File: config.mk
export PLATFORM = sky130hd
export DESIGN_NAME = amba_master_iface_flat
export DESIGN_NICKNAME = d
export VERILOG_FILES = /design/src/rtl/amba_pkg.sv /design/src/rtl/amba_master_iface_if.sv /design/src/rtl/amba_master_iface_cmd_fifo.sv /design/src/rtl/amba_master_iface.sv /design/src/flat_wrapper.sv
export SDC_FILE = /design/constraint.sdc
export NUM_CORES = 1
export LEC_CHECK = 0
export CAP_MARGIN = 10
export CORE_MARGIN = 10
export CORE_UTILIZATION = 41
export CTS_CLUSTER_DIAMETER = 40
export DETAILED_ROUTE_END_ITERATION = 10
export SLEW_MARGIN = 40
export SYNTH_ARGS = -nofsm -noshare
export SYNTH_HDL_FRONTEND = slang
export SYNTH_SLANG_ARGS = --single-unit
File: constraint.sdc
create_clock -name clk -period 4 [get_ports clk]
set_clock_uncertainty 0.15 [all_clocks]
set_input_delay 0.4 -clock clk [delete_from_list [all_inputs] [get_ports clk]]
set_output_delay 0.4 -clock clk [all_outputs]
set_load 0.05 [all_outputs]
File: src/rtl/amba_pkg.sv
`default_nettype none
// ============================================================================
// Package  : amba_pkg
// Brief    : AHB-Lite encodings, command record and master FSM state type
//            shared by the AHB-Lite initiator and its testbench.
// Revision : 1.0 - initial release
// ============================================================================
package amba_pkg;

    localparam logic [1:0]  HTRANS_IDLE   = 2'b00;
    localparam logic [1:0]  HTRANS_NONSEQ = 2'b10;
    localparam logic [1:0]  HRESP_OKAY    = 2'b00;
    localparam logic [1:0]  HRESP_ERROR   = 2'b01;
    localparam logic [2:0]  HSIZE_WORD    = 3'b010;
    localparam logic [31:0] CUSTOM_BASE   = 32'hA016_0000;

    // One queued command: {we, adr, wdata}
    localparam int CMD_W = 65;

    typedef struct packed {
        logic        we;
        logic [31:0] adr;
        logic [31:0] wdata;
    } cmd_t;

    typedef enum logic [1:0] {
        ST_IDLE = 2'd0,
        ST_ADDR = 2'd1,
        ST_DATA = 2'd2,
        ST_RESP = 2'd3
    } state_t;

endpackage
`default_nettype wire

File: src/rtl/amba_master_iface_if.sv
`default_nettype none
// ============================================================================
// Module   : amba_master_iface_if
// Brief    : Command/response and AHB-Lite signal bundle for the initiator.
//            'master' is the initiator's view, 'slave' the opposite side
//            (requester plus bus slave).
// Revision : 1.0 - initial release
// ============================================================================
interface amba_master_iface_if;

    logic        cmd_valid;
    logic        cmd_ready;
    logic        cmd_we;
    logic [31:0] cmd_adr;
    logic [31:0] cmd_wdata;

    logic        rsp_valid;
    logic        rsp_ready;
    logic [31:0] rsp_rdata;
    logic        rsp_err;
    logic        rsp_timeout;

    logic [31:0] haddr;
    logic [1:0]  htrans;
    logic        hwrite;
    logic [2:0]  hsize;
    logic [31:0] hwdata;
    logic [31:0] hrdata;
    logic        hready;
    logic [1:0]  hresp;

    modport master (
        input  cmd_valid, cmd_we, cmd_adr, cmd_wdata, rsp_ready,
               hrdata, hready, hresp,
        output cmd_ready, rsp_valid, rsp_rdata, rsp_err, rsp_timeout,
               haddr, htrans, hwrite, hsize, hwdata
    );

    modport slave (
        output cmd_valid, cmd_we, cmd_adr, cmd_wdata, rsp_ready,
               hrdata, hready, hresp,
        input  cmd_ready, rsp_valid, rsp_rdata, rsp_err, rsp_timeout,
               haddr, htrans, hwrite, hsize, hwdata
    );

endinterface
`default_nettype wire

File: src/rtl/amba_master_iface_cmd_fifo.sv
`default_nettype none
// ============================================================================
// Module   : cmd_fifo
// Brief    : Synchronous command FIFO. Pointers carry one extra wrap bit so
//            full and empty are distinguished without a separate counter.
//            Push is refused while full, even if a pop happens that cycle.
// Revision : 1.0 - initial release
// ============================================================================
module cmd_fifo #(
    parameter int DEPTH = 4,
    parameter int WIDTH = 65
) (
    input  logic             clk,
    input  logic             rst_n,
    input  logic             push,
    input  logic [WIDTH-1:0] push_data,
    input  logic             pop,
    output logic [WIDTH-1:0] pop_data,
    output logic             full,
    output logic             empty
);

    localparam int             c_AW  = $clog2(DEPTH);
    localparam logic [c_AW:0]  c_ONE = (c_AW + 1)'(1);

    logic [c_AW:0]      r_wr_ptr;
    logic [c_AW:0]      r_rd_ptr;
    logic [WIDTH-1:0]   r_mem [DEPTH];
    logic               w_push;
    logic               w_pop;

    assign empty    = (r_wr_ptr == r_rd_ptr);
    assign full     = (r_wr_ptr[c_AW] != r_rd_ptr[c_AW]) &&
                      (r_wr_ptr[c_AW-1:0] == r_rd_ptr[c_AW-1:0]);
    assign w_push   = push && !full;
    assign w_pop    = pop && !empty;
    assign pop_data = r_mem[r_rd_ptr[c_AW-1:0]];

    // Pointer update; reset empties the FIFO
    always_ff @(posedge clk or negedge rst_n) begin
        if (!rst_n) begin
            r_wr_ptr <= '0;
            r_rd_ptr <= '0;
        end else begin
            if (w_push) r_wr_ptr <= r_wr_ptr + c_ONE;
            if (w_pop)  r_rd_ptr <= r_rd_ptr + c_ONE;
        end
    end

    // Storage write; contents need no reset since the pointers gate them
    always_ff @(posedge clk) begin
        if (w_push) r_mem[r_wr_ptr[c_AW-1:0]] <= push_data;
    end

endmodule
`default_nettype wire

File: src/rtl/amba_master_iface.sv
`default_nettype none
// ============================================================================
// Module   : amba_master_iface
// Brief    : Single-master AHB-Lite initiator. Queued word read/write
//            commands become non-pipelined NONSEQ transfers, one at a time,
//            each answered by exactly one response (data, bus error,
//            timeout or misaligned-address error).
// Revision : 1.0 - initial release
// ============================================================================
module amba_master_iface #(
    parameter int DEPTH   = 4,
    parameter int TIMEOUT = 16
) (
    input  logic                clk,
    input  logic                rst_n,
    amba_master_iface_if.master bus
);
    import amba_pkg::*;

    // Counter only needs to reach TIMEOUT-1: the TIMEOUT-th stall aborts
    localparam int              c_CW       = (TIMEOUT > 2) ? $clog2(TIMEOUT) : 1;
    localparam logic [c_CW-1:0] c_CNT_LAST = c_CW'(TIMEOUT - 1);
    localparam logic [c_CW-1:0] c_CNT_ONE  = c_CW'(1);

    state_t             r_state,       w_state_nxt;
    logic [c_CW-1:0]    r_wait_cnt,    w_wait_cnt_nxt;
    logic [31:0]        r_haddr,       w_haddr_nxt;
    logic [1:0]         r_htrans,      w_htrans_nxt;
    logic               r_hwrite,      w_hwrite_nxt;
    logic [31:0]        r_hwdata,      w_hwdata_nxt;
    logic [31:0]        r_wdata,       w_wdata_nxt;
    logic               r_rsp_valid,   w_rsp_valid_nxt;
    logic [31:0]        r_rsp_rdata,   w_rsp_rdata_nxt;
    logic               r_rsp_err,     w_rsp_err_nxt;
    logic               r_rsp_timeout, w_rsp_timeout_nxt;

    logic               w_pop;
    logic               w_full;
    logic               w_empty;
    logic [CMD_W-1:0]   w_head_raw;
    cmd_t               w_head;
    logic               w_wait_expired;

    cmd_fifo #(
        .DEPTH     (DEPTH),
        .WIDTH     (CMD_W)
    ) u_cmd_fifo (
        .clk       (clk),
        .rst_n     (rst_n),
        .push      (bus.cmd_valid),
        .push_data ({bus.cmd_we, bus.cmd_adr, bus.cmd_wdata}),
        .pop       (w_pop),
        .pop_data  (w_head_raw),
        .full      (w_full),
        .empty     (w_empty)
    );

    assign w_head         = cmd_t'(w_head_raw);
    assign w_wait_expired = (r_wait_cnt == c_CNT_LAST);

    assign bus.cmd_ready   = !w_full;
    assign bus.haddr       = r_haddr;
    assign bus.htrans      = r_htrans;
    assign bus.hwrite      = r_hwrite;
    assign bus.hsize       = HSIZE_WORD;
    assign bus.hwdata      = r_hwdata;
    assign bus.rsp_valid   = r_rsp_valid;
    assign bus.rsp_rdata   = r_rsp_rdata;
    assign bus.rsp_err     = r_rsp_err;
    assign bus.rsp_timeout = r_rsp_timeout;

    // Next-state and next-output decode for the transfer sequencer
    always_comb begin
        w_state_nxt       = r_state;
        w_wait_cnt_nxt    = r_wait_cnt;
        w_haddr_nxt       = r_haddr;
        w_htrans_nxt      = r_htrans;
        w_hwrite_nxt      = r_hwrite;
        w_hwdata_nxt      = r_hwdata;
        w_wdata_nxt       = r_wdata;
        w_rsp_valid_nxt   = r_rsp_valid;
        w_rsp_rdata_nxt   = r_rsp_rdata;
        w_rsp_err_nxt     = r_rsp_err;
        w_rsp_timeout_nxt = r_rsp_timeout;
        w_pop             = 1'b0;

        unique case (r_state)
            ST_IDLE: begin
                if (!w_empty) begin
                    w_pop = 1'b1;
                    if (w_head.adr[1:0] != 2'b00) begin
                        // Rejected locally; the bus never sees it
                        w_rsp_err_nxt     = 1'b1;
                        w_rsp_timeout_nxt = 1'b0;
                        w_rsp_rdata_nxt   = '0;
                        w_state_nxt       = ST_RESP;
                    end else begin
                        w_haddr_nxt    = w_head.adr;
                        w_hwrite_nxt   = w_head.we;
                        w_wdata_nxt    = w_head.we ? w_head.wdata : 32'h0;
                        w_htrans_nxt   = HTRANS_NONSEQ;
                        w_wait_cnt_nxt = '0;
                        w_state_nxt    = ST_ADDR;
                    end
                end
            end

            ST_ADDR: begin
                if (bus.hready) begin
                    w_htrans_nxt   = HTRANS_IDLE;
                    w_hwdata_nxt   = r_wdata;
                    w_wait_cnt_nxt = '0;
                    w_state_nxt    = ST_DATA;
                end else if (w_wait_expired) begin
                    w_htrans_nxt      = HTRANS_IDLE;
                    w_rsp_err_nxt     = 1'b1;
                    w_rsp_timeout_nxt = 1'b1;
                    w_rsp_rdata_nxt   = '0;
                    w_rsp_valid_nxt   = 1'b1;
                    w_wait_cnt_nxt    = '0;
                    w_state_nxt       = ST_RESP;
                end else begin
                    w_wait_cnt_nxt = r_wait_cnt + c_CNT_ONE;
                end
            end

            ST_DATA: begin
                if (bus.hready) begin
                    w_rsp_err_nxt     = (bus.hresp == HRESP_ERROR);
                    w_rsp_timeout_nxt = 1'b0;
                    w_rsp_rdata_nxt   = (!r_hwrite && bus.hresp != HRESP_ERROR)
                                        ? bus.hrdata : 32'h0;
                    w_rsp_valid_nxt   = 1'b1;
                    w_wait_cnt_nxt    = '0;
                    w_state_nxt       = ST_RESP;
                end else if (w_wait_expired) begin
                    w_rsp_err_nxt     = 1'b1;
                    w_rsp_timeout_nxt = 1'b1;
                    w_rsp_rdata_nxt   = '0;
                    w_rsp_valid_nxt   = 1'b1;
                    w_wait_cnt_nxt    = '0;
                    w_state_nxt       = ST_RESP;
                end else begin
                    w_wait_cnt_nxt = r_wait_cnt + c_CNT_ONE;
                end
            end

            ST_RESP: begin
                // A misaligned command arrives here with valid still low,
                // so it presents one cycle after entry
                if (!r_rsp_valid) begin
                    w_rsp_valid_nxt = 1'b1;
                end else if (bus.rsp_ready) begin
                    w_rsp_valid_nxt = 1'b0;
                    w_state_nxt     = ST_IDLE;
                end
            end

            default: begin
                w_state_nxt = ST_IDLE;
            end
        endcase
    end

    // State, wait counter and all bus/response output registers
    always_ff @(posedge clk or negedge rst_n) begin
        if (!rst_n) begin
            r_state       <= ST_IDLE;
            r_wait_cnt    <= '0;
            r_haddr       <= '0;
            r_htrans      <= HTRANS_IDLE;
            r_hwrite      <= 1'b0;
            r_hwdata      <= '0;
            r_wdata       <= '0;
            r_rsp_valid   <= 1'b0;
            r_rsp_rdata   <= '0;
            r_rsp_err     <= 1'b0;
            r_rsp_timeout <= 1'b0;
        end else begin
            r_state       <= w_state_nxt;
            r_wait_cnt    <= w_wait_cnt_nxt;
            r_haddr       <= w_haddr_nxt;
            r_htrans      <= w_htrans_nxt;
            r_hwrite      <= w_hwrite_nxt;
            r_hwdata      <= w_hwdata_nxt;
            r_wdata       <= w_wdata_nxt;
            r_rsp_valid   <= w_rsp_valid_nxt;
            r_rsp_rdata   <= w_rsp_rdata_nxt;
            r_rsp_err     <= w_rsp_err_nxt;
            r_rsp_timeout <= w_rsp_timeout_nxt;
        end
    end

endmodule
`default_nettype wire
File: src/flat_wrapper.sv
// flat-port wrapper written by rule: the top's interface ports become plain ports
module amba_master_iface_flat import amba_pkg::*;
#(
    parameter int DEPTH   = 4,
    parameter int TIMEOUT = 16
)
  (clk, rst_n, bus_cmd_valid, bus_cmd_we, bus_cmd_adr, bus_cmd_wdata, bus_rsp_ready, bus_hrdata, bus_hready, bus_hresp, bus_cmd_ready, bus_rsp_valid, bus_rsp_rdata, bus_rsp_err, bus_rsp_timeout, bus_haddr, bus_htrans, bus_hwrite, bus_hsize, bus_hwdata);
  amba_master_iface_if bus_i ();
  input  logic clk;
  input  logic rst_n;
  input wire logic [$bits(bus_i.cmd_valid)-1:0] bus_cmd_valid;
  input wire logic [$bits(bus_i.cmd_we)-1:0] bus_cmd_we;
  input wire logic [$bits(bus_i.cmd_adr)-1:0] bus_cmd_adr;
  input wire logic [$bits(bus_i.cmd_wdata)-1:0] bus_cmd_wdata;
  input wire logic [$bits(bus_i.rsp_ready)-1:0] bus_rsp_ready;
  input wire logic [$bits(bus_i.hrdata)-1:0] bus_hrdata;
  input wire logic [$bits(bus_i.hready)-1:0] bus_hready;
  input wire logic [$bits(bus_i.hresp)-1:0] bus_hresp;
  output wire logic [$bits(bus_i.cmd_ready)-1:0] bus_cmd_ready;
  output wire logic [$bits(bus_i.rsp_valid)-1:0] bus_rsp_valid;
  output wire logic [$bits(bus_i.rsp_rdata)-1:0] bus_rsp_rdata;
  output wire logic [$bits(bus_i.rsp_err)-1:0] bus_rsp_err;
  output wire logic [$bits(bus_i.rsp_timeout)-1:0] bus_rsp_timeout;
  output wire logic [$bits(bus_i.haddr)-1:0] bus_haddr;
  output wire logic [$bits(bus_i.htrans)-1:0] bus_htrans;
  output wire logic [$bits(bus_i.hwrite)-1:0] bus_hwrite;
  output wire logic [$bits(bus_i.hsize)-1:0] bus_hsize;
  output wire logic [$bits(bus_i.hwdata)-1:0] bus_hwdata;
  assign bus_i.cmd_valid = bus_cmd_valid;
  assign bus_i.cmd_we = bus_cmd_we;
  assign bus_i.cmd_adr = bus_cmd_adr;
  assign bus_i.cmd_wdata = bus_cmd_wdata;
  assign bus_i.rsp_ready = bus_rsp_ready;
  assign bus_i.hrdata = bus_hrdata;
  assign bus_i.hready = bus_hready;
  assign bus_i.hresp = bus_hresp;
  assign bus_cmd_ready = bus_i.cmd_ready;
  assign bus_rsp_valid = bus_i.rsp_valid;
  assign bus_rsp_rdata = bus_i.rsp_rdata;
  assign bus_rsp_err = bus_i.rsp_err;
  assign bus_rsp_timeout = bus_i.rsp_timeout;
  assign bus_haddr = bus_i.haddr;
  assign bus_htrans = bus_i.htrans;
  assign bus_hwrite = bus_i.hwrite;
  assign bus_hsize = bus_i.hsize;
  assign bus_hwdata = bus_i.hwdata;
  amba_master_iface #(.DEPTH(DEPTH), .TIMEOUT(TIMEOUT)) u_core (.clk(clk), .rst_n(rst_n), .bus(bus_i));
endmodule
# After elaboration in Yosys (flattened, before gate mapping)
# Memory sizes are Yosys's and may differ from the RTL's.
# Cells that the tools add are included.
[word_totals] ff_bits=146 mem_bits_rw=260 in_bits=104 out_inout_bits=106 word_cells=104 mem_count=1
[memory_table] name="u_core.u_cmd_fifo.r_mem" depth=4 word_bits=65 rd=1 rd_clocked_by_memory_dff=0 wr=1 line_no="amba_master_iface_cmd_fifo.sv:28" text="logic [WIDTH-1:0] r_mem [DEPTH];"
[op_classes] n_addsub=3 n_eq_ne=16 mux=48 bitwise=2 reduce_logical=21
[op_table] cell="32-bit 2-to-1 mux" n=7
[op_table] cell="32-bit case mux with 3 select lines" n=1
[op_table] cell="2-bit 2-to-1 mux" n=11
[op_table] cell="1-bit 2-to-1 mux" n=19
[op_table] cell="4-bit 2-to-1 mux" n=4
[op_table] cell="1-bit case mux with 3 select lines" n=3
[op_table] cell="3-bit AND reduction" n=3
[op_table] cell="2-bit != test, second input constant" n=4
[op_table] cell="2-bit case mux with 4 select lines" n=1
[op_table] cell="4-bit case mux with 2 select lines" n=1
[op_table] cell="4-bit AND reduction" n=2
[op_table] cell="3-bit by 1-bit adder with 3-bit output, second input constant" n=2
[op_table] cell="2-bit by 1-bit != test with 1-bit output, second input constant" n=3
[op_table] cell="2-bit nonzero test" n=3
[op_table] cell="3-bit nonzero test" n=2
[op_table] cell="4-bit by 1-bit adder with 4-bit output, second input constant" n=1
[op_table] cell="2-bit by 1-bit equality test with 1-bit output, second input constant" n=2
[op_table] cell="2-bit equality test, second input constant" n=2
[op_table] cell="4-bit equality test, second input constant" n=1
[op_table] cell="1-bit logical AND" n=4
[op_table] cell="2-bit case mux with 2 select lines" n=1
[op_table] cell="2-bit AND reduction" n=2
[op_table] cell="3-bit equality test" n=1
[op_table] cell="1-bit logical NOT" n=3
[op_table] cell="6 further kinds" n=7

# Depth between registers and ports, before layout
# Gate-level depths: netlist (run 1).
[logic_depth] depth_word=6 mapped_depth=9

# Cells and area by module
# From an unflattened synthesis (run 1), not the netlist that was laid out.
[unflattened] cells_unflattened=825 hier_area_um2=15467.3
[by_module_without_submodules] module="cmd_fifo" instances=1 cells_per_inst=389 area_per_inst_um2=9867.0
[by_module_without_submodules] module="amba_master_iface" instances=1 cells_per_inst=436 area_per_inst_um2=5600.4

# Worst setup path before layout (run 1)
# Ideal clock, no wire load.
[synth_timing] kind="reg2reg" start="register u_core.u_cmd_fifo.r_rd_ptr[0]" end="memory u_core.u_cmd_fifo.r_mem[3][0], enable pin" setup_time_ps=432 arrival_time_ps=2996 t_required_ps=3418 setup_slack_ps=422 path_stages_with_launch=6 path_buffers=2 period_less_slack_ps=3578 cell_sequence="dfrtp_1 > buf_6 > buf_4 > xnor2_2 > nand3b_1 > and3_1"
[synth_via] elab_chain_len=6
[synth_rtl] item="start: declaration" line_no="amba_master_iface_cmd_fifo.sv:27" text="logic [c_AW:0] r_rd_ptr;"
[synth_rtl] item="start signal: assignment" line_no="amba_master_iface_cmd_fifo.sv:46" text="if (w_pop) r_rd_ptr <= r_rd_ptr + c_ONE;"
[synth_rtl] item="2-bit equality test" line_no="amba_master_iface_cmd_fifo.sv:34" text="(r_wr_ptr[c_AW-1:0] == r_rd_ptr[c_AW-1:0]);"
[synth_rtl] item="1-bit logical AND" line_no="amba_master_iface_cmd_fifo.sv:33" text="assign full = (r_wr_ptr[c_AW] != r_rd_ptr[c_AW]) &&"
[synth_rtl] item="1-bit logical NOT"
[synth_rtl] item="named net bus_cmd_ready" line_no="flat_wrapper.sv:19" text="output wire logic [$bits(bus_i.cmd_ready)-1:0] bus_cmd_ready;"
[synth_rtl] item="1-bit logical AND" line_no="amba_master_iface_cmd_fifo.sv:35" text="assign w_push = push && !full;"
[synth_rtl] item="1-bit 2-to-1 mux" line_no="amba_master_iface_cmd_fifo.sv:52" text="if (w_push) r_mem[r_wr_ptr[c_AW-1:0]] <= push_data;"
[synth_rtl] item="1-bit 2-to-1 mux (implied by the code)" line_no="amba_master_iface_cmd_fifo.sv:52"
[synth_rtl] item="end: declaration" line_no="amba_master_iface_cmd_fifo.sv:28"
# The timed path passes the listed nets, and every way through them passes these cells.

# Final worst setup path (run 1)
[layout_timing] start="register u_core.u_cmd_fifo.r_rd_ptr[1]" end="output port bus_cmd_ready"
[layout_via] elab_chain_len=3
[layout_rtl] item="2-bit equality test" line_no="amba_master_iface_cmd_fifo.sv:34"
[layout_rtl] item="1-bit logical AND" line_no="amba_master_iface_cmd_fifo.sv:33"
[layout_rtl] item="1-bit logical NOT" line_no="amba_master_iface.sv:61" text="assign bus.cmd_ready = !w_full;"
[layout_rtl] item="end: declaration" line_no="flat_wrapper.sv:19"
# No other way between the ends.

==> impl_results.md, run 1 <==
- Latest clock arrival within the worst-skew pair: 0.59 ns
- Register bit count reported by yosys: 405
- Clock H-tree levels: 2
- IO Port Bufs: 205
- Post-synth cell types: 51
- Post-synthesis compound-gate area fraction: 0.0438
- Placed Area: 17900 sq um
- Dpl ws: 1.07 ns
- Synth area leaders: edfxtp_1 (51%), dfrtp_1 (24%), mux4_2 (9.3%)
- I/O pin cnt: 210
- CP Launch Type: flip-flop
- Mapped Area: 15300 sq um
- Hold WC Path Type: input pin to asynchronous set/reset pin
- Synth top area share: 0.510
- Synth cell count leaders: edfxtp_1 (260), dfrtp_1 (145), mux2_2 (63), mux4_2 (63), o21ai_0 (41)
- Pwr Total: 17.1 mW
- Slew HR: 0.468
- Routed wire per std cell: 21.4 um
- Fin crit period: 3.07 ns
- Number of antenna violations at the first check in global routing: 2
- CTS Root Buffer Type: clkbuf_16
- Post-synth top area cell: edfxtp_1
- Post-route ant nets: 0
- Routed WL: 33.6 mm
- Mux contribution to synthesized area: 0.139
- Reg clk slew, reported paths: 0.05 ns
- Largest family of logic cells by synthesized area: multiplexers
- Die width: 213 um
- Worst Tran Pin Value: 0.798 ns
- Die area: 45500 sq um
- Setup TNS: 0 ns
- Post-layout util: 0.540
- Clock sink total: 405
- Initial core utilization: 0.417
- Crit-path slowest cell: clkdlybuf4s50_1
- Crit. End Element: primary output
- Reg2reg path depth: 6
- Crit-path max cell delay: 0.81 ns
- # DRC: 0
- Synthesized area per cell: 18.7 sq um
- Count leader, synth: edfxtp_1
- DP HPWL: 20.7 mm
- Layout cells sized above 1: 0.219
- Largest net degree at the start of global routing: 95
- Total CTS buffers: 53
- Vias in the first global route: 8598
- Diode count: 0
- Inst Count DP: 1466
- Asr flop ratio synth: 0.358
- Initial DRC Count: 459
- Crit Path Class: flip-flop to primary output
- Slew Limit Fails: 0
- Core region area: 36700 sq um
- Data arrival, critical path: 2.52 ns
- Fill cells: 2924
- Drt first pass iters: 6
- Fin. Hold Viols: 0
- CP required: 3.45 ns
- Unrepaired setup endpoints after global routing: no
- Post-Synth Adder-Cell Area: 0.00980
- # nets final: 1171
- Total global routing overflow: 0
- # rows: 70
- Fin Hold WS: 0.131 ns
- Peak supply drop: 0.609 mV
- Final design instance area without fill: 19800 sq um
- Max-cap violations: 0
- Final worst setup slack: 0.929 ns
- Pwr Density: 865 nW/um^2
- Post-CTS setup buffers: 0
- Global-route total usage across every layer: 0.149
- Longest Clk Path Bufs: 3
- Status: finished, final reports clean
- Post-synthesis sequential area ratio: 0.747
- Vias: 7996
- Final period util: 0.768
- Fin cells: 1567
- Static Leak: 7.47 nW
- CTS tree: built
- Max FO, Critical Path: 6
- Endpoints failing setup: 0
- Crit path cell chain: xnor2_1 > nand3b_1 > clkdlybuf4s50_1
- Vias per cell: 5.10
- Global-route wire length before repair: 51.8 mm
- Mapped Cells: 821
- XOR/XNOR share of the synthesized area: 0.00449
- FMAX: 326 MHz
- Gp weighted congestion: 0.784
- Layout area overhead: 29.3%
- Post-synthesis simple-gate area fraction: 0.0295
- Yosys Warn Count: 0
- Primary FF master, synth: edfxtp_1
- Number of enable flip-flop cells after synthesis: 260
- DIE HEIGHT: 213 um
power breakdown:
part | switching [mW] | internal [mW]
sequential | 0.531 | 5.76
combinational | 3.64 | 2.34
clock | 1.80 | 3.07
total | 5.97 | 11.2
kinds of logic (layout without fill, tap and decap cells):
kind of cell    Yosys count  after routing
other cells               2              4
fa+ha+maj                12             12
simple gates             87             87
buf+inv                  83            359
xor+xnor                  7              7
mux                     126            126
flops                   405            405
compound gates           99             99
sequential cells by signal, indices dropped and copies added, names as in the netlist:
register / cells
u_core.r_wdata: 32
u_core.bus.htrans: 1
u_core.bus.haddr: 32
u_core.u_cmd_fifo.r_mem: 260
u_core.bus.rsp_rdata: 32
u_core.r_state: 2
u_core.u_cmd_fifo.r_wr_ptr: 3
u_core.u_cmd_fifo.r_rd_ptr: 3
u_core.bus.rsp_valid: 1
u_core.r_wait_cnt: 4
u_core.bus.hwdata: 32
u_core.bus.hwrite: 1
u_core.bus.rsp_timeout: 1
u_core.bus.rsp_err: 1
worst max-delay path: cells and delay by family, from the launching register on:
family | cells | cell delay [ns]
buffers and inverters | 1 | 0.81
xor gates and xnor gates | 1 | 0.36
DFF | 1 | 0.50
and+or+nand+nor | 1 | 0.27
area by class of cell:
cell class / count / area [sq um] / share of cell area
sequential: 405 / 11400 / 0.578
multi-input combinational: 335 / 3510 / 0.177
timing repair buffer: 221 / 2280 / 0.115
clock buffer: 66 / 1390 / 0.0699
tap: 468 / 586 / 0.0296
clock inverter: 33 / 457 / 0.0231
inverter: 39 / 146 / 0.00739
path summary, 6_finish.rpt:
path                                                from                       end  slack [ns]
max in group asynchronous                          rst_n        u_core.bus.rsp_err        2.63
setup reg to reg           u_core.u_cmd_fifo.r_rd_ptr[1]        u_core.r_wdata[26]        1.12
hold / removal                                     rst_n  u_core.bus.rsp_rdata[10]        0.13
min in group clk                          bus_hrdata[18]  u_core.bus.rsp_rdata[18]        0.28
hold reg to reg                       u_core.r_wdata[13]        u_core.r_wdata[13]        0.32
setup / recovery           u_core.u_cmd_fifo.r_rd_ptr[1]             bus_cmd_ready        0.93
timing repair:
item                                   4_1_cts  5_1_grt
endpoints found under the hold margin       93        0
resized for setup                            0        0
hold buffers                                 1        0
layout by cell type, fill, tap and decap left out, types with 6 or more instances in the layout:
cell / count
dfrtp_1: 143
edfxtp_1: 260
a21oi_1: 7
nor2_1: 10
bufinv_16: 9
ha_1: 12
nand2_1: 39
mux4_2: 63
clkdlybuf4s50_1: 204
o21ai_0: 41
inv_1: 39
buf_12: 6
mux2_2: 63
clkbuf_16: 53
clkbuf_1: 12
buf_4: 7
clkinv_2: 6
nand3_1: 6
a22o_1: 32
routing by layer:
layer  share of wire  up-vias  GRT usage
met3           0.071       50     0.0459
met5         0.00095        -          0
met1            0.44     4086      0.194
li1                -     3637          -
met2            0.47      219      0.238
met4           0.016        4     0.0413
(Power assumes the default switching activity.)
==> run 2, diff against run 1 <==
==> constraint.sdc (replaced) <==
create_clock -name clk -period 3.2 [get_ports clk]
set_clock_uncertainty 0.15 [all_clocks]
set_input_delay 0.32 -clock clk [delete_from_list [all_inputs] [get_ports clk]]
set_output_delay 0.32 -clock clk [all_outputs]
set_load 0.05 [all_outputs]
==> run 2 against run 1 <==
  * Total power is 24% higher
  * Flip-flop and latch count stayed put
  * Via count is 1.8% higher
  * First-iteration DRC count is 16% higher
  * Largest cell class unchanged
==> impl_results.md, run 2 (synthesized netlist as in run 1, its figures left out) <==
- Total global routing overflow: 0 (unchanged)
- Initial DRC Count: 532 (+16%)
- Global-route total usage across every layer: 0.149 (+0.000233)
- RR Startpoint: u_core.u_cmd_fifo.r_rd_ptr[1]
- Status: finished, final reports clean
- Crit. End Element: flip-flop
- Clock H-tree levels: 2 (unchanged)
- CP Launch Point: u_core.u_cmd_fifo.r_rd_ptr[1]
- Total CTS buffers: 55 (+3.8%)
- CTS Root Buffer Type: clkbuf_16
- Reg2reg path depth: 5 (-1)
- Slew Limit Fails: 0 (unchanged)
- Routed wire per std cell: 21.2 um (-0.94%)
- Global-route wire length before repair: 51.7 mm (about the same)
- Clock sink total: 405 (unchanged)
- CTS tree: built
- Initial core utilization: 0.417 (unchanged)
- # DRC: 0 (unchanged)
- Max-cap violations: 0 (unchanged)
- CP required: 3.55 ns (+0.10 ns)
- I/O pin cnt: 210 (unchanged)
- Die area: 45500 sq um (unchanged)
- FMAX: 359 MHz
- Setup TNS: 0 ns (unchanged)
- # nets final: 1187 (+1.4%)
- Routed WL: 33.7 mm (+0.45%)
- Final design instance area without fill: 19900 sq um (+0.44%)
- Hold WC Path Type: input pin to asynchronous set/reset pin
- Crit-path slowest cell: or4_1
- Worst Tran Pin Value: 0.780 ns (-0.0177 ns)
- Most frequent cells in the layout: edfxtp_1 (260), clkdlybuf4s50_1 (203), dfrtp_1 (143)
- Vias: 8141 (+1.8%)
- DIE HEIGHT: 213 um (unchanged)
- IO Port Bufs: 205 (unchanged)
- Vias in the first global route: 8735 (+1.6%)
- Reg clk slew, reported paths: 0.06 ns (about the same)
- Longest Clk Path Bufs: 3 (unchanged)
- Endpoints failing setup: 0 (unchanged)
- Layout area overhead: 29.9%
- Fin. Hold Viols: 0 (unchanged)
- Post-route ant nets: 0 (unchanged)
- Peak supply drop: 0.647 mV (+6.3%)
- Max FO, Critical Path: 28 (+22)
- Core region area: 36700 sq um (unchanged)
- Most common cell after layout, fill and taps aside: edfxtp_1
- Static Leak: 7.52 nW (+0.61%)
- Unrepaired setup endpoints after global routing: no
- # rows: 70 (unchanged)
- Final period util: 0.870
- Slew HR: 0.475 (+0.00712)
- Latest clock arrival within the worst-skew pair: 0.62 ns (+0.03 ns)
- Post-layout util: 0.542 (+0.00239)
- Max reg flops: 260 (unchanged)
- CP Launch Type: flip-flop
- Fin crit period: 2.78 ns
- Drt first pass iters: 4 (-2)
- Number of antenna violations at the first check in global routing: 7 (+5)
- Placed Area: 18000 sq um (+0.64%)
- Crit-path max cell delay: 0.73 ns (-0.08 ns)
- Die width: 213 um (unchanged)
- Crit Path Class: flip-flop to flip-flop
- Data arrival, critical path: 3.13 ns (+0.61 ns)
- DP HPWL: 21.4 mm (+3.5%)
- Vias per cell: 5.12 (+0.40%)
- Pwr Density: 1070 nW/um^2 (+24%)
- Crit path cell chain: nor4b_1 > or4_1 > nand3_4 > buf_12 > mux2_2
- Gp weighted congestion: 0.806 (+2.8%)
- Largest net degree at the start of global routing: 58 (-39%)
- Layout cells sized above 1: 0.233 (+0.0142)
run 2: cell count changes in the layout (fill, tap and decap cells not counted), sizes merged:
cell,delta
clkinvlp,+6
clkdlybuf4s50,-1
buf,+14
clkbuf,-8
dlymetal6s2s,+1
diode,+3
clkinv,+9
inv,+4
bufinv,-6
run 2: final timing paths:
kind,endpoint,slack [ns]
setup / recovery,u_core.bus.haddr[10],0.42
hold / removal,u_core.r_wdata[11],0.14
setup reg to reg,u_core.bus.haddr[10],0.42
hold reg to reg,u_core.r_wdata[0],0.32
max in group asynchronous,u_core.bus.rsp_rdata[14],2.01
min in group clk,u_core.bus.rsp_rdata[25],0.18
run 2: cell type report:
| type | instances | area, sq um |
|---|---|---|
| diodes | 3 | 7.51 |
| fillers | 2946 | 16800 |
| repair buffers | 235 | 2370 |
| clock buffers | 58 | 1390 |
| inverters | 39 | 146 |
| multi-input cells | 335 | 3510 |
| clock inverters | 46 | 444 |
| well taps | 468 | 586 |
| flip-flops and latches | 405 | 11400 |
run 2: worst max-delay path, delay by kind of cell (launching register included):
family	cells	cell delay [ns]
multiplexers	1	0.36
flip-flops	1	0.60
buffers and inverters	1	0.24
AND/OR/NAND/NOR	3	1.28
run 2: metrics by stage:
| step | instances | total power [mW] | hold WS (ns) | setup WS, ns |
|---|---|---|---|---|
| 4_1_cts | 1586 | 21.6 | 0.127 | 0.0364 |
| 3_5_place_dp | 1481 | 15.6 | 0.212 | 0.410 |
| 5_1_grt | 1586 | 22.4 | 0.169 | 0.301 |
| 2_1_floorplan | 823 | 13.1 | -0.126 | 0.349 |
| 3_3_place_gp | 1481 | 15.6 | 0.214 | 0.439 |
| 6_report | 1589 | 21.3 | 0.136 | 0.417 |
run 2: timing repair:
item | CTS | global route
endpoints found under the hold margin | 54 | 0
gates resized for setup | 0 | 1
hold buffers | 1 | 0
setup endpoints to repair | 0 | 1
setup buffers | 0 | 0
run 2: per-layer routing:
layer	up-vias	track usage	share of wire
met3	67	0.0512	0.082
met2	232	0.236	0.47
met1	4157	0.187	0.43
met4	8	0.0560	0.024
met5	-	0	0.0016
li1	3677	-	-
run 2: power breakdown:
group / total [mW] / internal, mW / switching [mW] / leakage (nW)
registers: 7.86 / 7.20 / 0.665 / 4.26
clock network: 5.91 / 3.48 / 2.43 / 0.864
logic: 7.52 / 2.97 / 4.55 / 2.39
total: 21.3 / 13.6 / 7.65 / 7.52
==> RTL edit 1: new RTL, settings of run 1 <==
Re-encode `state_t` (4 states) as one-hot, 4 bits wide.
--- a/src/rtl/amba_pkg.sv
+++ b/src/rtl/amba_pkg.sv
@@ -25,7 +25,7 @@
 
-    typedef enum logic [1:0] {
-        ST_IDLE = 2'd0,
-        ST_ADDR = 2'd1,
-        ST_DATA = 2'd2,
-        ST_RESP = 2'd3
+    typedef enum logic [3:0] {
+        ST_IDLE = 4'b0001,
+        ST_ADDR = 4'b0010,
+        ST_DATA = 4'b0100,
+        ST_RESP = 4'b1000
     } state_t;
Function: same outputs for any inputs over 4 cycles, from zero or initial values and one cycle with rst_n low; so few cycles prove little.
==> RTL edit 1 against run 1 <==
Sequential share of layout area fell by 0.087 points. Wire length up 0.63%. Die area decreased by 0.15%. Synthesized area decreased by 0.17%. Setup slack gained 0.099 ns. Via count shrank 0.91%. Power down 5.1%. Design area increased by 0.60%. Sequential power shrank 0.6%. Sequential cell count is 2 higher. Clock power grew 5.8%. Fmax grew 3.3%. Synthesized cell count down 5.5%. Critical path type unchanged. Largest power group unchanged. Critical endpoint unchanged.
==> RTL edit 1: results (changes against run 1) <==
| Metric | Value |
|---|---|
| Status | `complete, no violations (unchanged)` |
| # clk buffers | `71 (was 66)` |
| Synth async-reset ratio | `36.1% (was 35.8%)` |
| Worst slew pin tran | `0.666 ns (was 0.798 ns)` |
| Dpl ws | `1.08 ns (was 1.07 ns)` |
| Clk tree area frac | `9.96% (was 9.30%)` |
| Reg2Reg Depth | `4 (was 6)` |
| Total Routing Usage GR | `15.1% (was 14.9%)` |
| Post-synthesis sequential area ratio | `75.1% (was 74.7%)` |
| Top cells by count, synth | `260 x edfxtp_1, 146 x dfrtp_1, 65 x mux4_2 (was 260 x edfxtp_1, 145 x dfrtp_1, 63 x mux2_2, 63 x mux4_2, 41 x o21ai_0)` |
| Leakage power | `7.52 nW (was 7.47 nW)` |
| Seq cells post-synth | `407 (was 405)` |
| Max Fclk | `336 MHz (was 326 MHz)` |
| Initial antenna violation count | `5 (was 2)` |
| Syn Area/Cell | `19.7 um2 (was 18.7 um2)` |
| Final core occ | `54.3% (was 54.0%)` |
| Drt total wl | `33,800 um (was 33,600 um)` |
| Non-Clock Buffer Count | `220 (was 221)` |
| Crit path DAT | `2.42 ns (was 2.52 ns)` |
| Worst IR Drop VDD | `0.502 mV (was 0.609 mV)` |
| Synth area leaders | `edfxtp_1 51%, dfrtp_1 24%, mux4_2 9.6%, mux2_2 2.8%, o2bb2ai_1 1.9% (was edfxtp_1 51%, dfrtp_1 24%, mux4_2 9.3%, mux2_2 4.6%, a22o_1 1.8%)` |
| FILL cells | `2,921 (was 2,924)` |
| Register area | `11,500 um2 (was 11,400 um2)` |
| HPWL Detailed | `20,900 um (was 20,700 um)` |
| Vias post-DR | `7,923 (was 7,996)` |
| Non-clock buffer share | `11.2% (was 11.5%)` |
| First-pass GRT wire length | `52,600 um (was 51,800 um)` |
| Antenna fix cells | `1 (was 0)` |
| Share of cells above drive strength 1 | `21.7% (was 21.9%)` |
| Crit path max fanout | `30 (was 6)` |
-- RTL edit 1: changes by cell type in the layout (fill, tap and decap cells not counted), sizes merged, moves of 5 or more --
cell,run 1,this run
o21ai,42,5
o2bb2ai,0,33
nand2,40,14
and3,6,0
clkbuf,66,72
ha,12,6
xor2,1,7
inv,46,51
-- RTL edit 1: cells by family (layout without fill, tap and decap cells) --
logic type / after synthesis / after routing / share of synthesized area, %
muxes: 129 / 129 / 14.3
buffers and inverters: 80 / 363 / 2.52
adders and majority gates: 6 / 6 / 0.491
and+or+nand+nor: 47 / 47 / 1.71
xor gates and xnor gates: 12 / 12 / 0.687
other: 2 / 5 / 0.0491
DFF: 407 / 407 / 75.1
AOI/OAI and AO/OA: 93 / 93 / 5.15
-- RTL edit 1: how the worst max path moves through the flow --
stage	endpoint	cells past startpoint
2_1_floorplan	u_core.u_cmd_fifo.r_mem[3][0]	5
3_3_place_gp	u_core.r_wdata[2]	4
3_5_place_dp	u_core.u_cmd_fifo.r_mem[1][42]	4
4_1_cts	bus_cmd_ready	3
5_1_grt	u_core.u_cmd_fifo.r_mem[1][13]	4
6_report	bus_cmd_ready	3
-- RTL edit 1: metrics by stage --
stage                     hold WS (ns)  instances
final                            0.279       1530
after global routing             0.263       1529
after CTS                        0.242       1529
after detailed placement         0.324       1424
after global placement           0.320       1423
after floorplan                -0.0456        778
-- RTL edit 1: metal layers --
layer	global-route usage (%)	vias up	routed length [um]
met5	0	-	46
met2	23.6	243	15800
met4	4.43	8	671
met1	19.8	4076	14400
li1	-	3538	-
met3	5.06	58	2880
-- RTL edit 1: report_power, final --
part | switching [mW] | internal [mW]
Clock | 1.90 | 3.24
Sequential | 0.570 | 5.68
Combinational | 2.86 | 2.01
==> RTL edit 2: new RTL, flow settings as in run 1 <==
Made on the original files. `DEPTH` is set to 4 in 3 places; all go to 2.
--- a/src/rtl/amba_master_iface_cmd_fifo.sv
+++ b/src/rtl/amba_master_iface_cmd_fifo.sv
@@ -9,3 +9,3 @@
 module cmd_fifo #(
-    parameter int DEPTH = 4,
+    parameter int DEPTH = 2,
     parameter int WIDTH = 65
--- a/src/rtl/amba_master_iface.sv
+++ b/src/rtl/amba_master_iface.sv
@@ -10,3 +10,3 @@
 module amba_master_iface #(
-    parameter int DEPTH   = 4,
+    parameter int DEPTH   = 2,
     parameter int TIMEOUT = 16
--- a/src/flat_wrapper.sv
+++ b/src/flat_wrapper.sv
@@ -3,3 +3,3 @@
 #(
-    parameter int DEPTH   = 4,
+    parameter int DEPTH   = 2,
     parameter int TIMEOUT = 16
Formal check against the unedited RTL: not equivalent (a bounded check fails within 4 cycles, from zero or initial values and one cycle with rst_n low).
==> RTL edit 2 against run 1 <==
Power decreased by 27%. Sequential cell count fell by 132. Wire length down 27%. Global-route usage increased by 0.14 points. Combinational power shrank 23%. Design area shrank 29%. Sequential power decreased by 29%. Setup slack improved by 0.17 ns. Synthesized area shrank 33%.
==> RTL edit 2: results (changes against run 1) <==
| Metric | Value |
|---|---|
| Nets | `993 (was 1,171)` |
| Post-synth top area share | `38.1% (was 51.0%)` |
| Synth area leaders | `edfxtp_1 38%, dfrtp_1 35%, mux2i_1 6.3%, mux2_2 3.6%, o21ai_0 2.9% (was edfxtp_1 51%, dfrtp_1 24%, mux4_2 9.3%, mux2_2 4.6%, a22o_1 1.8%)` |
| Crit path DAT | `2.35 ns (was 2.52 ns)` |
| Max stage delay on crit path | `0.74 ns (was 0.81 ns)` |
| FILL cells | `1,929 (was 2,924)` |
| DR iter-0 viols | `390 (was 459)` |
| Share of cells above drive strength 1 | `13.7% (was 21.9%)` |
| Mux cell area share after synthesis | `9.89% (was 13.9%)` |
| Worst slew pin tran | `0.737 ns (was 0.798 ns)` |
| Vias in the first global route | `6,687 (was 8,598)` |
| Xor/xnor cell area share of the yosys netlist | `0.758% (was 0.449%)` |
| WHS Path Cells | `2` |
| Worst IR Drop VDD | `0.488 mV (was 0.609 mV)` |
| HPWL Detailed | `15,800 um (was 20,700 um)` |
| Status | `complete, no violations (unchanged)` |
| Synth async-reset ratio | `52.4% (was 35.8%)` |
| Max reg flops | `130 (was 260)` |
| Post-synthesis sequential area ratio | `73.1% (was 74.7%)` |
| Initial antenna violation count | `2 (unchanged)` |
| Dpl ws | `1.36 ns (was 1.07 ns)` |
| Post-synthesis adder-cell area fraction | `0.855% (was 0.980%)` |
| Total Routing Usage GR | `15.1% (was 14.9%)` |
| Clock Latency Late Sink | `0.50 ns (was 0.59 ns)` |
| Leakage power | `5.76 nW (was 7.47 nW)` |
| Routed len/inst | `19.7 um (was 21.4 um)` |
| Top cells by count, synth | `143 x dfrtp_1, 130 x edfxtp_1, 71 x nand2_1 (was 260 x edfxtp_1, 145 x dfrtp_1, 63 x mux2_2, 63 x mux4_2, 41 x o21ai_0)` |
| Tightest Hold Check Type | `reg -> reg (was in -> async)` |
| Number of synthesized flops with an enable pin | `130 (was 260)` |
| Crit path max fanout | `20 (was 6)` |
| Vias per Instance | `5.03 (was 5.10)` |
| Post-synthesis compound-gate area fraction | `8.21% (was 4.38%)` |
| Worst path slowest cell | `clkdlybuf4s50_1 (unchanged)` |
| Largest net degree at the start of global routing | `97 (was 95)` |
| CTS Buf Count | `40 (was 53)` |
| Worst path top cell family by delay | `buffers and inverters (unchanged)` |
| GP Congestion | `0.795 (was 0.784)` |
| Synth unique cells | `57 (was 51)` |
| First-pass GRT wire length | `37,700 um (was 51,800 um)` |
| Post-synth top flop | `dfrtp_1 (was edfxtp_1)` |
| Pre-antenna DRT Iters | `4 (was 6)` |
==> RTL edit 2: cell count changes in the layout (fill, tap and decap cells not counted), moves of 11 or more <==
cell / run 1 / this run
edfxtp_1: 260 / 130
inv_1: 39 / 8
mux4_2: 63 / 0
clkbuf_16: 53 / 42
nand2_1: 39 / 70
mux2_2: 63 / 33
mux2i_1: 0 / 64
o21ai_0: 41 / 59
==> RTL edit 2: stage by stage <==
step / area, um2 / util (%) / instances
finish: 14000 / 57.1 / 1237
global route: 14000 / 57.1 / 1236
CTS: 14000 / 57.1 / 1236
detailed placement: 12600 / 51.6 / 1163
global placement: 12600 / 51.6 / 1163
floorplan: 10200 / - / 665
==> RTL edit 2: layer usage <==
| layer | GRT usage [%] | wire length [um] | up-vias |
|---|---|---|---|
| met5 | 0 | 13 | - |
| met4 | 4.34 | 501 | 2 |
| met3 | 5.37 | 2590 | 48 |
| met2 | 24.8 | 11600 | 233 |
| met1 | 18.3 | 9620 | 3055 |
| li1 | - | - | 2879 |
==> RTL edit 2: final timing paths <==
path | start | end | slack [ns]
min in group asynchronous | rst_n | u_core.bus.rsp_rdata[4] | 0.36
max in group asynchronous | rst_n | u_core.bus.rsp_rdata[12] | 2.50
setup reg to reg | u_core.r_state[0] | u_core.bus.rsp_rdata[15] | 1.35
hold reg to reg | u_core.r_wdata[20] | u_core.r_wdata[20] | 0.32
hold / removal | u_core.r_wdata[20] | u_core.r_wdata[20] | 0.32
setup / recovery | u_core.u_cmd_fifo.r_rd_ptr[0] | bus_cmd_ready | 1.10
==> RTL edit 2: power by group <==
group	switching [mW]	internal (mW)
registers	0.478	3.97
logic	2.96	1.61
clock network	1.24	2.19
==> RTL edit 2: layout make-up <==
type	count	share of cell area [%]
Sequential cell	273	53.6
Multi-Input combinational cell	345	18.3
Timing Repair Buffer	214	15.4
Clock buffer	50	8.02
Tap cell	324	2.90
Clock inverter	22	1.56
Inverter	8	0.215
Antenna cell	1	0.0179
==> RTL edit 2: worst min-delay path, stage by stage, from the launching register on <==
cell and delay (ns):
dfrtp_1 0.33, nand2_1 0.04, o21ai_0 0.06
==> RTL edit 2: logic make-up (layout without fill, tap and decap cells) <==
group | after synthesis | in the layout
xor+xnor | 8 | 8
fa+ha+maj | 7 | 7
simple gates | 105 | 105
flops | 273 | 273
buf+inv | 47 | 294
mux | 97 | 97
other cells | 2 | 5
compound gates | 124 | 124
==> RTL edit 2: what timing repair did <==
item,4_1_cts,5_1_grt
setup endpoints to repair,0,0
hold buffers,1,0
endpoints found under the hold margin,88,0
